**config.mk**
```make
export PLATFORM = sky130hd
export DESIGN_NAME = fpu_host_sequencer
export DESIGN_NICKNAME = d
export VERILOG_FILES = /design/src/rtl/fpu_pkg.sv /design/src/rtl/fpu_bus_access.sv /design/src/rtl/fpu_host_sequencer.sv
export SDC_FILE = /design/constraint.sdc
export NUM_CORES = 1
export LEC_CHECK = 0
export ABC_AREA = 1
export CAP_MARGIN = 20
export CORE_ASPECT_RATIO = 1.4
export CORE_MARGIN = 8
export CORE_UTILIZATION = 40
export CTS_CLUSTER_SIZE = 12
export DETAILED_ROUTE_END_ITERATION = 8
export HOLD_SLACK_MARGIN = 0.06
export PLACE_DENSITY_LB_ADDON = 0.25
export SETUP_SLACK_MARGIN = 0.4
export SYNTH_ARGS = -nofsm -noshare
export SYNTH_HDL_FRONTEND = slang
export SYNTH_SLANG_ARGS = --single-unit
```
**constraint.sdc**
```tcl
create_clock -name clk -period 2.08 [get_ports clk]
set_clock_uncertainty 0.05 [all_clocks]
set_input_delay 0.416 -clock clk [delete_from_list [all_inputs] [get_ports clk]]
set_output_delay 0.416 -clock clk [all_outputs]
set_load 0.01 [all_outputs]
```
**src/rtl/fpu_pkg.sv**
```systemverilog
// fpu_pkg: FPU bus addresses, command codes, op and sequencer state types
package fpu_pkg;
  localparam logic [1:0] FPU_ADDR_STATUS = 2'd0;
  localparam logic [1:0] FPU_ADDR_RESULT = 2'd1;
  localparam logic [1:0] FPU_ADDR_CMD = 2'd2;
  localparam logic [1:0] FPU_ADDR_VALUE = 2'd3;
  localparam logic [7:0] CMD_SET_Y = 8'd1;
  localparam logic [7:0] CMD_SET_X = 8'd2;
  localparam logic [7:0] CMD_DIV = 8'd3;
  localparam logic [7:0] CMD_MUL = 8'd4;
  localparam logic [7:0] CMD_ADD = 8'd5;
  localparam logic [7:0] CMD_SUB = 8'd6;
  localparam int STATUS_BUSY_BIT = 7;
  typedef enum logic [1:0] {OP_DIV, OP_MUL, OP_ADD, OP_SUB} fpu_op_e;
  typedef enum logic [2:0] {IDLE, PREWAIT, LOADY, LOADX, OPCMD, WAIT, READ} seq_state_e;
  function automatic logic [7:0] op_cmd(input fpu_op_e o);
    return o == OP_DIV ? CMD_DIV : o == OP_MUL ? CMD_MUL : o == OP_ADD ? CMD_ADD : CMD_SUB;
  endfunction
endpackage

```
**src/rtl/fpu_bus_access.sv**
```systemverilog
// fpu_bus_access: one-cycle FPU strobe per accepted request followed by GAP_CYCLES idle cycles
module fpu_bus_access #(
  parameter int GAP_CYCLES = 1
) (
  input  logic       clk,
  input  logic       rst_n,
  input  logic       req,
  input  logic       req_wr,
  input  logic [1:0] req_addr,
  input  logic [7:0] req_wdata,
  output logic       ack,
  output logic [7:0] rdata,
  output logic       fpu_sel,
  output logic       fpu_rd,
  output logic       fpu_wr,
  output logic [1:0] fpu_addr,
  output logic [7:0] fpu_wdata,
  input  logic [7:0] fpu_rdata
);
  localparam int GW = $clog2(GAP_CYCLES + 1) + 1;
  logic stb_q, stb_d, wr_q, wr_d, accept;
  logic [1:0] addr_q, addr_d;
  logic [7:0] wdata_q, wdata_d;
  logic [GW-1:0] gap_q, gap_d;
  always_comb begin
    accept = req && !stb_q && gap_q <= GW'(1);
    stb_d = accept;
    wr_d = accept ? req_wr : wr_q;
    addr_d = accept ? req_addr : addr_q;
    wdata_d = accept && req_wr ? req_wdata : wdata_q;
    gap_d = stb_q ? GW'(GAP_CYCLES) : gap_q != '0 ? gap_q - GW'(1) : gap_q;
  end
  always_ff @(posedge clk) begin
    if (!rst_n) begin
      stb_q <= 1'b0;
      wr_q <= 1'b0;
      addr_q <= '0;
      wdata_q <= '0;
      gap_q <= '0;
    end else begin
      stb_q <= stb_d;
      wr_q <= wr_d;
      addr_q <= addr_d;
      wdata_q <= wdata_d;
      gap_q <= gap_d;
    end
  end
  assign ack = stb_q;
  assign rdata = fpu_rdata;
  assign fpu_sel = stb_q;
  assign fpu_rd = stb_q && !wr_q;
  assign fpu_wr = stb_q && wr_q;
  assign fpu_addr = addr_q;
  assign fpu_wdata = wdata_q;
endmodule

```
**src/rtl/fpu_host_sequencer.sv**
```systemverilog
// fpu_host_sequencer: runs one Y op X job over the FPU bus (prewait, load Y/X, op, poll, read result)
module fpu_host_sequencer import fpu_pkg::*; #(
  parameter int GAP_CYCLES = 1,
  parameter int POLL_LIMIT = 1023
) (
  input  logic        clk,
  input  logic        rst_n,
  input  logic        start,
  input  logic [1:0]  op,
  input  logic [31:0] y,
  input  logic [31:0] x,
  output logic        busy,
  output logic        done,
  output logic [31:0] result,
  output logic        timeout,
  output logic        fpu_sel,
  output logic [1:0]  fpu_addr,
  output logic        fpu_rd,
  output logic        fpu_wr,
  output logic [7:0]  fpu_wdata,
  input  logic [7:0]  fpu_rdata
);
  localparam int PW = $clog2(POLL_LIMIT + 1) + 1;
  seq_state_e state_q, state_d;
  fpu_op_e op_q, op_d;
  logic [2:0] idx_q, idx_d;
  logic [PW-1:0] poll_q, poll_d;
  logic [31:0] y_q, y_d, x_q, x_d, rbuf_q, rbuf_d, result_q, result_d, operand, shifted;
  logic done_q, done_d, timeout_q, timeout_d;
  logic req, req_wr, ack, is_poll;
  logic [1:0] req_addr;
  logic [7:0] req_wdata, rdata, val_byte;
  fpu_bus_access #(.GAP_CYCLES(GAP_CYCLES)) u_bus (
    .clk(clk), .rst_n(rst_n), .req(req), .req_wr(req_wr), .req_addr(req_addr),
    .req_wdata(req_wdata), .ack(ack), .rdata(rdata), .fpu_sel(fpu_sel), .fpu_rd(fpu_rd),
    .fpu_wr(fpu_wr), .fpu_addr(fpu_addr), .fpu_wdata(fpu_wdata), .fpu_rdata(fpu_rdata)
  );
  always_comb begin
    state_d = state_q;
    op_d = op_q;
    idx_d = idx_q;
    poll_d = poll_q;
    y_d = y_q;
    x_d = x_q;
    rbuf_d = rbuf_q;
    result_d = result_q;
    done_d = 1'b0;
    timeout_d = timeout_q;
    operand = state_q == LOADY ? y_q : x_q;
    val_byte = idx_q == 3'd1 ? operand[31:24] : idx_q == 3'd2 ? operand[23:16] :
               idx_q == 3'd3 ? operand[15:8] : operand[7:0];
    is_poll = state_q == PREWAIT || state_q == WAIT;
    req = state_q != IDLE;
    req_wr = state_q == LOADY || state_q == LOADX || state_q == OPCMD;
    req_addr = is_poll ? FPU_ADDR_STATUS : state_q == READ ? FPU_ADDR_RESULT :
               (state_q == OPCMD || idx_q == 3'd0) ? FPU_ADDR_CMD : FPU_ADDR_VALUE;
    req_wdata = state_q == OPCMD ? op_cmd(op_q) : idx_q != 3'd0 ? val_byte :
                state_q == LOADY ? CMD_SET_Y : CMD_SET_X;
    shifted = {rbuf_q[23:0], rdata};
    case (state_q)
      IDLE: if (start) begin
        state_d = PREWAIT;
        op_d = fpu_op_e'(op);
        y_d = y;
        x_d = x;
        idx_d = 3'd0;
        poll_d = '0;
        timeout_d = 1'b0;
      end
      PREWAIT, WAIT: if (ack) begin
        if (!rdata[STATUS_BUSY_BIT]) begin
          state_d = state_q == PREWAIT ? LOADY : READ;
          idx_d = 3'd0;
          poll_d = '0;
        end else if (poll_q >= PW'(POLL_LIMIT)) begin
          state_d = IDLE;
          timeout_d = 1'b1;
          done_d = 1'b1;
        end else poll_d = poll_q + PW'(1);
      end
      LOADY, LOADX: if (ack) begin
        idx_d = idx_q == 3'd4 ? 3'd0 : idx_q + 3'd1;
        state_d = idx_q != 3'd4 ? state_q : state_q == LOADY ? LOADX : OPCMD;
      end
      OPCMD: if (ack) begin
        state_d = WAIT;
        poll_d = '0;
      end
      READ: if (ack) begin
        rbuf_d = shifted;
        idx_d = idx_q + 3'd1;
        if (idx_q == 3'd3) begin
          result_d = shifted;
          done_d = 1'b1;
          state_d = IDLE;
        end
      end
      default: state_d = IDLE;
    endcase
  end
  always_ff @(posedge clk) begin
    if (!rst_n) begin
      state_q <= IDLE;
      op_q <= OP_DIV;
      idx_q <= '0;
      poll_q <= '0;
      y_q <= '0;
      x_q <= '0;
      rbuf_q <= '0;
      result_q <= '0;
      done_q <= 1'b0;
      timeout_q <= 1'b0;
    end else begin
      state_q <= state_d;
      op_q <= op_d;
      idx_q <= idx_d;
      poll_q <= poll_d;
      y_q <= y_d;
      x_q <= x_d;
      rbuf_q <= rbuf_d;
      result_q <= result_d;
      done_q <= done_d;
      timeout_q <= timeout_d;
    end
  end
  assign busy = state_q != IDLE;
  assign done = done_q;
  assign result = result_q;
  assign timeout = timeout_q;
endmodule

```
=== Word level (Yosys, flattened, before mapping) ===
Index checks and enable logic that the tools add are counted.
W data, S select, Z words.

* Word-level logic and storage cells: 129
* Output and inout bits: 48
* Register bits: 155
* Input port bits: 77

* $lt $le $gt $ge: 2
* Bitwise logic cells: 1
* Add/sub/neg operators: 3
* Multiplexer cells: 51
* Equality and inequality tests: 25
* Reduce and logical (&&, ||, !) cells: 31

{| class="wikitable"
|+ Operators with widths
! cell !! number
|-
| $mux W11 || 5
|-
| $mux W3 || 18
|-
| $mux W8 || 5
|-
| $pmux W11 S3 || 1
|-
| $mux W32 || 1
|-
| $pmux W3 S5 || 1
|-
| $eq A3 B2 Y1 const B || 4
|-
| $eq A3 B3 Y1 const B || 4
|-
| $mux W1 || 12
|-
| $ne A2 B2 Y1 const B || 6
|-
| $pmux W3 S4 || 1
|-
| $add A11 B1 Y11 const B || 1
|-
| $ge A11 B10 Y1 const B || 1
|-
| $mux W2 || 5
|-
| $reduce_and A5 Y1 || 2
|-
| $ne A3 B3 Y1 const B || 3
|-
| $reduce_bool A3 Y1 || 3
|-
| $ne A2 B1 Y1 const B || 4
|-
| $reduce_and A8 Y1 || 1
|-
| $eq A3 B1 Y1 const B || 2
|-
| $logic_not A3 Y1 || 2
|-
| $reduce_and A6 Y1 || 1
|-
| $reduce_bool A2 Y1 || 3
|-
| $reduce_or A2 Y1 || 3
|-
| other kinds (14) || 24
|}

=== Longest topological paths before layout ===
Gate-level depths: netlist of run 1.

* Word-level depth: 7
* Mapped depth: 12
* Depth with buffers taken out: 12

=== Cells and area by module ===
A second synthesis of run 1 with hierarchy kept.

* Cell total of the unflattened synthesis: 976
* Area total of the unflattened synthesis: 7069.3 um^2

{| class="wikitable"
|+ Modules (own cells, without submodules)
! module !! cells an instance !! sequential area each (um^2) !! area an instance (um^2) !! times used
|-
| fpu_host_sequencer || 863 || 2822.7 || 6274.8 || 1
|-
| fpu_bus_access || 113 || 280.3 || 794.5 || 1
|}

=== Least setup slack after synthesis of run 1 ===
No wires, ideal clock.

* Path kind: reg-to-reg
* Start point: reg idx_q[0]
* End point: reg u_bus.wdata_q[0], in the netlist u_bus.fpu_wdata[0]
* Buffers on the path: 1
* Arrival: 1.494 ns
* Stages on the path, launching flop included: 13
* Data required time: 1.898 ns
* Setup slack: 0.404 ns
* Clock period less this slack: 1.676 ns
* Library setup time: 0.132 ns
* Path through: dfxtp_1 -> ha_1 -> ha_1 -> buf_1 -> nand2_1 -> nand2_1 -> nand2_1 -> nand3_1 -> nand3_1 -> nand2_1 -> nand2_1 -> nand2_1 -> a21oi_1

* Cells in the longest elaborated chain, start to end: 6
* Elaborated cells between the ends (all ways): 9
* Classes of those cells: eq/ne: 3; mux: 5; reduce/logical: 1

{| class="wikitable"
|+ RTL lines
! item !! RTL line !! text
|-
| start: declaration || fpu_host_sequencer.sv:26 || <nowiki>logic [2:0] idx_q, idx_d;</nowiki>
|-
| start signal: assignment || fpu_host_sequencer.sv:116 || <nowiki>idx_q <= idx_d;</nowiki>
|-
| $eq A3 B2 Y1 || fpu_host_sequencer.sv:51 || <nowiki>idx_q == 3'd3 ? operand[15:8] : operand[7:0];</nowiki>
|-
| $mux W8 || fpu_host_sequencer.sv:51 ||
|-
| $mux W8 (2 in series) || fpu_host_sequencer.sv:50 || <nowiki>val_byte = idx_q == 3'd1 ? operand[31:24] : idx_q == 3'd2 ? operand[23:16] :</nowiki>
|-
| $mux W8 (*) (2 in series) || fpu_host_sequencer.sv:57 || <nowiki>req_wdata = state_q == OPCMD ? op_cmd(op_q) : idx_q != 3'd0 ? val_byte :</nowiki>
|-
| end signal: assignment || fpu_bus_access.sv:44 || <nowiki>wdata_q <= wdata_d;</nowiki>
|-
| end: declaration || fpu_bus_access.sv:23 || <nowiki>logic [7:0] wdata_q, wdata_d;</nowiki>
|}

Every way passes the cells marked *; elsewhere a longest branch is shown, timed or not.
A chain may end at the register's enable or synchronous reset.

=== Final worst setup path of run 1 ===
* Start point: reg state_q[2]
* End point: out busy

* Cells in the longest elaborated chain, start to end: 1

{| class="wikitable"
|+ RTL lines
! item !! RTL line !! text
|-
| start: declaration || fpu_host_sequencer.sv:24 || <nowiki>seq_state_e state_q, state_d;</nowiki>
|-
| start signal: assignment || fpu_host_sequencer.sv:114 || <nowiki>state_q <= state_d;</nowiki>
|-
| $reduce_bool A3 Y1 || fpu_host_sequencer.sv:126 || <nowiki>assign busy = state_q != IDLE;</nowiki>
|-
| end: declaration || fpu_host_sequencer.sv:12 || <nowiki>output logic busy,</nowiki>
|}

Every way passes these cells.

==> metrics.txt, run 1 <==
via density per instance=around 5.1; ordered cell list for the critical path=inv_2, nand2_4, clkbuf_2; Starting DRT DRC Count=approximately 340; Post-route DRC=0; Max clock buf depth=2; top-area cell type share of the netlist area=~46%; area of the core=16600 um^2; starting density of the core=a little over 40%; die area=~21000 um^2; maxcap violations=0; final worst-path cycle share=around 81%; total buffers and inverters traversed by the critical path=2; proportion of synthesized flip-flops having asynchronous set or reset=0%; Die X-Extent=around 130 um; highest attainable clock frequency=a little under 600 MHz; vias=between 6000 and 7000; area overhead of the layout relative to synthesis=37.8%; worst min-delay path category=flip-flop to flip-flop; primary flip-flop cell chosen by synthesis mapping=dfxtp_1; count of fill cells added during filler insertion=~1600; clock transition at the registers of the reported paths=0.06 ns; cell types with the highest counts after synthesis=nand2_1, dfxtp_1, a21oi_1, nor2_1, o21ai_0; TritonCTS buffer count=17; Worst Path Required=between 1.5 and 2 ns; total length of routed met2 wires=just over 10 mm; global-route congestion overflow total=0; number of instances in the synthesized netlist=between 900 and 1000; final-report setup violation count=0; height of the die=169 um; number of instances in the placed design=~1200; Setup WS post-layout=approximately 0.40 ns; number of antenna-violating nets in the routed design=0; routability congestion estimate=~0.87; highest routed metal layer=met4; count of different cell masters after synthesis=26; total I/O pin count=125; critical hold path startpoint=x_q[8]$_SDFFE_PN0P_; pin count of the biggest net entering global routing=47; total area of multi-input combinational cells=approximately 3300 um^2; shortest period the worst path allows=between 1.5 and 2 ns; final cell count without fillers=between 1000 and 1500; count of input and output buffers=between 100 and 150; CTS tree=built; number of global-route vias before repair=around 6400; Seq cells post-synth=between 150 and 200; Post-Syn Area per Cell=just over 7 um^2; critical setup path kind=flip-flop to output port; Met1 Wirelength=7.60 mm; actual slew at the worst max-slew pin=between 0.7 and 0.8 ns; number of slew-limit violations in the final report=0; share of synthesized area occupied by flip-flops and latches=around 46%; initial antenna violation count=0; number of search-and-repair iterations in the first detailed-routing pass=5; number of H-tree levels=4; Final Hold Vio Count=0; worst endpoint data arrival time=1.22 ns; Post-Syn Nets=1029; slew margin rel.=around half; critical path peak fanout=5; Total Negative Setup Slacks=0 ns; first-pass GRT wire length=roughly 30 mm; R2R Path Start=idx_q[1]$_SDFFE_PN0P_; worst hold slack=between 0.4 and 0.5 ns; unrepaired setup endpoints after global routing=yes; placed wire-length estimate after detailed placement=13.5 mm; Skew-Pair Late Insertion Delay=between 0.4 and 0.5 ns; Synth warnings=0; All-Layer GR Usage=17.7%; Peak supply drop=between 0.6 and 0.7 mV; number of clock sinks seen by CTS=approximately 160; family with the most delay on the worst path=flip-flops; launch point of the critical path=state_q[2]$_SDFFE_PN0P_; register area=3120 um^2; Critical Path Sink Type=output port; biggest area contributors in the synthesized netlist=dfxtp_1, nand2_1, a21oi_1; number of enable flip-flop cells after synthesis=0; total wire length after detailed routing=roughly 19 mm; most instantiated library cell after synthesis=nand2_1; type of origin of the critical path=flip-flop; wire length per cell=14.7 um; post-synthesis cell area=about 6700 um^2; fraction of layout cells with a size suffix above 1=about 16%; post-layout total power=approximately 9.6 mW; cell taking the most area after synthesis=dfxtp_1; PwrDens=between 1000 and 1500 nW/um^2; Routed met3 length=~770 um; std cell rows=56; standby leakage power=3.80 nW; Post-Place Worst Slack=0.127 ns; status=finished clean; buffer type at the clock tree root=clkbuf_16; Worst path slowest cell=dfxtp_2; # diodes=0; net total in the final layout=roughly 1200; crit-path max cell delay=about 0.40 ns
-- where the power goes --
part | switching, mW | internal [mW]
combinational | 1.76 | 1.13
sequential | 0.246 | 3.41
clock | 1.37 | 1.70
total | 3.38 | 6.24
-- flip-flops by register name, indices dropped and copies added (netlist names), 2 cells and up --
name,flops
result,32
x_q,32
y_q,32
rbuf_q,24
poll_q,11
u_bus.fpu_wdata,8
idx_q,3
state_q,3
op_q,2
u_bus.fpu_addr,2
u_bus.gap_q,2
-- logic make-up after synthesis --
group / count (synthesis) / share of synthesized area [%]
simple gates: 398 / 25.0
flops: 155 / 46.4
buf+inv: 135 / 8.13
compound gates: 243 / 18.5
fa+ha+maj: 10 / 1.87
xor+xnor: 1 / 0.131
-- per-stage QoR --
step	instance area [um^2]	utilization (%)
4_1_cts	8900	53.6
3_5_place_dp	8250	49.7
5_1_grt	9220	55.5
3_3_place_gp	8250	49.7
2_1_floorplan	6690	-
6_report	9220	55.5
-- cells in the final DEF (no fill, tap or decap), types with 3 or more instances in the layout --
cell	synthesis	layout
a21oi_1	137	129
a21oi_2	1	8
buf_12	0	7
buf_2	12	3
buf_4	4	32
buf_6	1	4
clkbuf_16	0	19
clkdlybuf4s50_1	0	75
dfxtp_1	155	147
dfxtp_2	0	6
dlygate4sd2_1	0	45
ha_1	10	8
inv_1	70	68
inv_2	9	10
inv_6	0	4
inv_8	0	4
nand2_1	183	166
nand2_2	10	25
nand2_4	1	3
nand3_1	71	55
nand3_2	0	16
nand4_1	3	3
nor2_1	112	104
nor2_2	5	8
nor2_4	3	8
nor3_1	9	8
o211ai_1	7	7
o21ai_0	91	77
o21ai_1	6	19
-- timing repair --
| action | in CTS | in global routing |
|---|---|---|
| pin swaps | 5 | 23 |
| hold buffers | 0 | 0 |
| buffers inserted | 4 | 9 |
| endpoints found under the setup margin | 173 | 86 |
| gates resized for setup | 78 | 76 |
| cloned | 1 | 2 |
-- cell type report --
class / instances / share of cell area, %
clock buffer: 18 / 4.65
inverter: 79 / 3.27
tap: 203 / 2.75
timing repair buffer: 170 / 18.1
clock inverter: 14 / 1.68
sequential: 155 / 33.8
multi-input combinational: 652 / 35.7
-- worst min-delay path, delay by kind of cell (launching register included) --
kind | cells | cell delay (ns)
DFF | 1 | 0.30
buffers and inverters | 1 | 0.06
AOI/OAI and AO/OA | 1 | 0.05
-- routing by layer --
| layer | GRT usage (%) | vias to the layer above |
|---|---|---|
| met1 | 18.7 | 3022 |
| met5 | 0 | - |
| met2 | 32.5 | 191 |
| li1 | - | 3337 |
| met4 | 8.24 | 0 |
| met3 | 4.25 | 41 |
-- path summary, 6_finish.rpt --
path	slack, ns	depth (start not counted)	endpoint
worst max-delay path	0.40	3	busy
worst min-delay path	0.40	2	x_q[8]$_SDFFE_PN0P_
worst max register to register	0.42	11	u_bus.fpu_wdata[7]$_SDFFE_PN0P_
worst min register to register	0.40	2	x_q[8]$_SDFFE_PN0P_
Note: power is estimated with default switching activity, not from simulation.
==> run 2: changes to the inputs <==
Clock period 2.08 ns to 1.75 ns, I/O delays scaled along.
==> run 2 against run 1 <==
  * The run now ends with negative setup slack left
  * Global-route usage grew 4.1 points
  * Routed wire length is 41% higher
  * Final area is 25% higher
  * Critical path depth grew 6
  * Final cell count is 6.1% higher
  * Sequential power grew 22%
  * Die area unchanged
  * Critical path type is now flip-flop to flip-flop
==> metrics.txt, run 2 (synthesized netlist as in run 1, its figures left out) <==
Starting DRT DRC Count=718 (+110%); Die X-Extent=125 um (unchanged); total wire length after detailed routing=26.9 mm (+41%); # diodes=0 (unchanged); pin count of the biggest net entering global routing=43 (-8.5%); Final Hold Vio Count=0 (unchanged); number of antenna-violating nets in the routed design=0 (unchanged); most frequent cells in the layout=dfxtp_1, nand2_1, nor2_1; Max clock buf depth=2 (unchanged); global-route congestion overflow total=0 (unchanged); Register-to-Register Setup Slack=-0.08 ns (-0.50 ns); Worst Path Required=2.01 ns (+0.40 ns); highest attainable clock frequency=approximately 550 MHz; slew margin rel.=49.5% (-1.7 points); final-report setup violation count=5 (+5); final cell count without fillers=1370 (+6.1%); Post-Place Worst Slack=-0.114 ns (-0.241 ns); Skew-Pair Late Insertion Delay=0.43 ns (about the same); number of clock sinks seen by CTS=155 (unchanged); number of instances in the placed design=1257 (+1.1%); Post-route DRC=0 (unchanged); critical setup path kind=flip-flop to flip-flop; Peak supply drop=0.797 mV (+28%); count of input and output buffers=124 (unchanged); first-pass GRT wire length=37.2 mm (+22%); number of slew-limit violations in the final report=0 (unchanged); violations in the final reports=negative setup slack; total I/O pin count=125 (unchanged); via density per instance=5.53 (+8.3%); final core utilization=69.2% (+14 points); most common cell after layout, fill and taps aside=dfxtp_1; All-Layer GR Usage=21.8% (+4.1 points); placed wire-length estimate after detailed placement=14.0 mm (+3.4%); routability congestion estimate=0.861 (-0.86%); die area=21200 um^2 (unchanged); std cell rows=56 (unchanged); TritonCTS buffer count=17 (unchanged); buffer type at the clock tree root=clkbuf_16; unrepaired setup endpoints after global routing=yes; type of origin of the critical path=flip-flop; maxcap violations=0 (unchanged); height of the die=169 um (unchanged); PwrDens=1250 nW/um^2 (+20%); Total Negative Setup Slacks=-0.189 ns (-0.189 ns); number of H-tree levels=4 (unchanged); area overhead of the layout relative to synthesis=71.7%; critical path peak fanout=8 (+3); standby leakage power=4.61 nW (+21%); status=complete, but fails checks; post-layout total power=14.4 mW (+49%); vias=7576 (+15%); area of the core=16600 um^2 (unchanged); initial antenna violation count=0 (unchanged); Setup WS post-layout=-0.0781 ns (-0.474 ns); worst endpoint data arrival time=2.09 ns (+0.87 ns); Critical Path Sink Type=flip-flop; net total in the final layout=1241 (+6.8%); CTS tree=built; clock transition at the registers of the reported paths=0.07 ns (about the same); worst min-delay path category=input port to flip-flop; number of search-and-repair iterations in the first detailed-routing pass=5 (unchanged); wire length per cell=19.6 um (+33%); actual slew at the worst max-slew pin=0.758 ns (+0.0259 ns); number of global-route vias before repair=7423 (+17%); final worst-path cycle share=104%; shortest period the worst path allows=1.83 ns; fraction of layout cells with a size suffix above 1=43.4% (+28 points); starting density of the core=40.3% (unchanged)
==> run 2: changes by cell type in the layout (fill, tap and decap cells not counted), sizes merged, moves of 2 or more <==
cell,previous run,this run
nand2,194,196
clkinvlp,2,7
clkinv,4,6
buf,47,160
dlygate4sd2,45,0
clkbuf,21,27
inv,86,83
==> run 2: final timing paths <==
| path | from | end | cells after the start |
|---|---|---|---|
| worst max register to register | idx_q[0]$_SDFFE_PN0P_ | u_bus.fpu_wdata[3]$_SDFFE_PN0P_ | 9 |
| worst min-delay path | rst_n | result[9]$_SDFFE_PN0P_ | 3 |
| worst min register to register | timeout$_SDFFE_PN0P_ | timeout$_SDFFE_PN0P_ | 2 |
| worst max-delay path | idx_q[0]$_SDFFE_PN0P_ | u_bus.fpu_wdata[3]$_SDFFE_PN0P_ | 9 |
==> run 2: power by group <==
group	internal, mW	switching, mW
logic	2.91	3.41
registers	4.07	0.390
clock network	1.91	1.68
total	8.89	5.48
==> run 2: what timing repair did <==
action | CTS | global route
setup buffers | 38 | 11
gates resized for setup | 412 | 238
pin swaps | 56 | 62
hold endpoints to repair | 0 | 0
hold buffers | 0 | 0
cloned | 22 | 10
setup endpoints to repair | 199 | 161
==> run 2: metal layers <==
metal	up-vias	track usage [%]	part of all wire, %
met5	-	0	0
met4	0	10.1	4.7
met3	111	4.79	5.8
met2	373	40.5	53
met1	3577	23.0	36
li1	3515	-	-
==> run 2: worst max-delay path: stages (launching register included) <==
cell and delay, ns:
dfxtp_4 0.36, ha_4 0.16, ha_4 0.20, buf_4 0.17
o211ai_1 0.36, nand3_1 0.12, nand2_1 0.11, nand2_1 0.05
nand2_1 0.06, a21oi_1 0.07
==> run 2: through the flow <==
stage / area [um^2] / hold WS [ns]
2_1_floorplan: 6890 / 0.375
3_5_place_dp: 8480 / 0.396
4_1_cts: 10300 / 0.239
6_report: 11500 / 0.296
3_3_place_gp: 8480 / 0.385
5_1_grt: 11500 / 0.309
==> run 2: cell type report <==
| class | count | area [um^2] |
|---|---|---|
| repair inverters | 3 | 22.5 |
| fillers | 1153 | 5120 |
| clock inverters | 14 | 130 |
| multi-input cells | 654 | 4330 |
| repair buffers | 244 | 2810 |
| flip-flops and latches | 155 | 3150 |
| well taps | 203 | 254 |
| clock buffers | 18 | 439 |
| inverters | 79 | 350 |
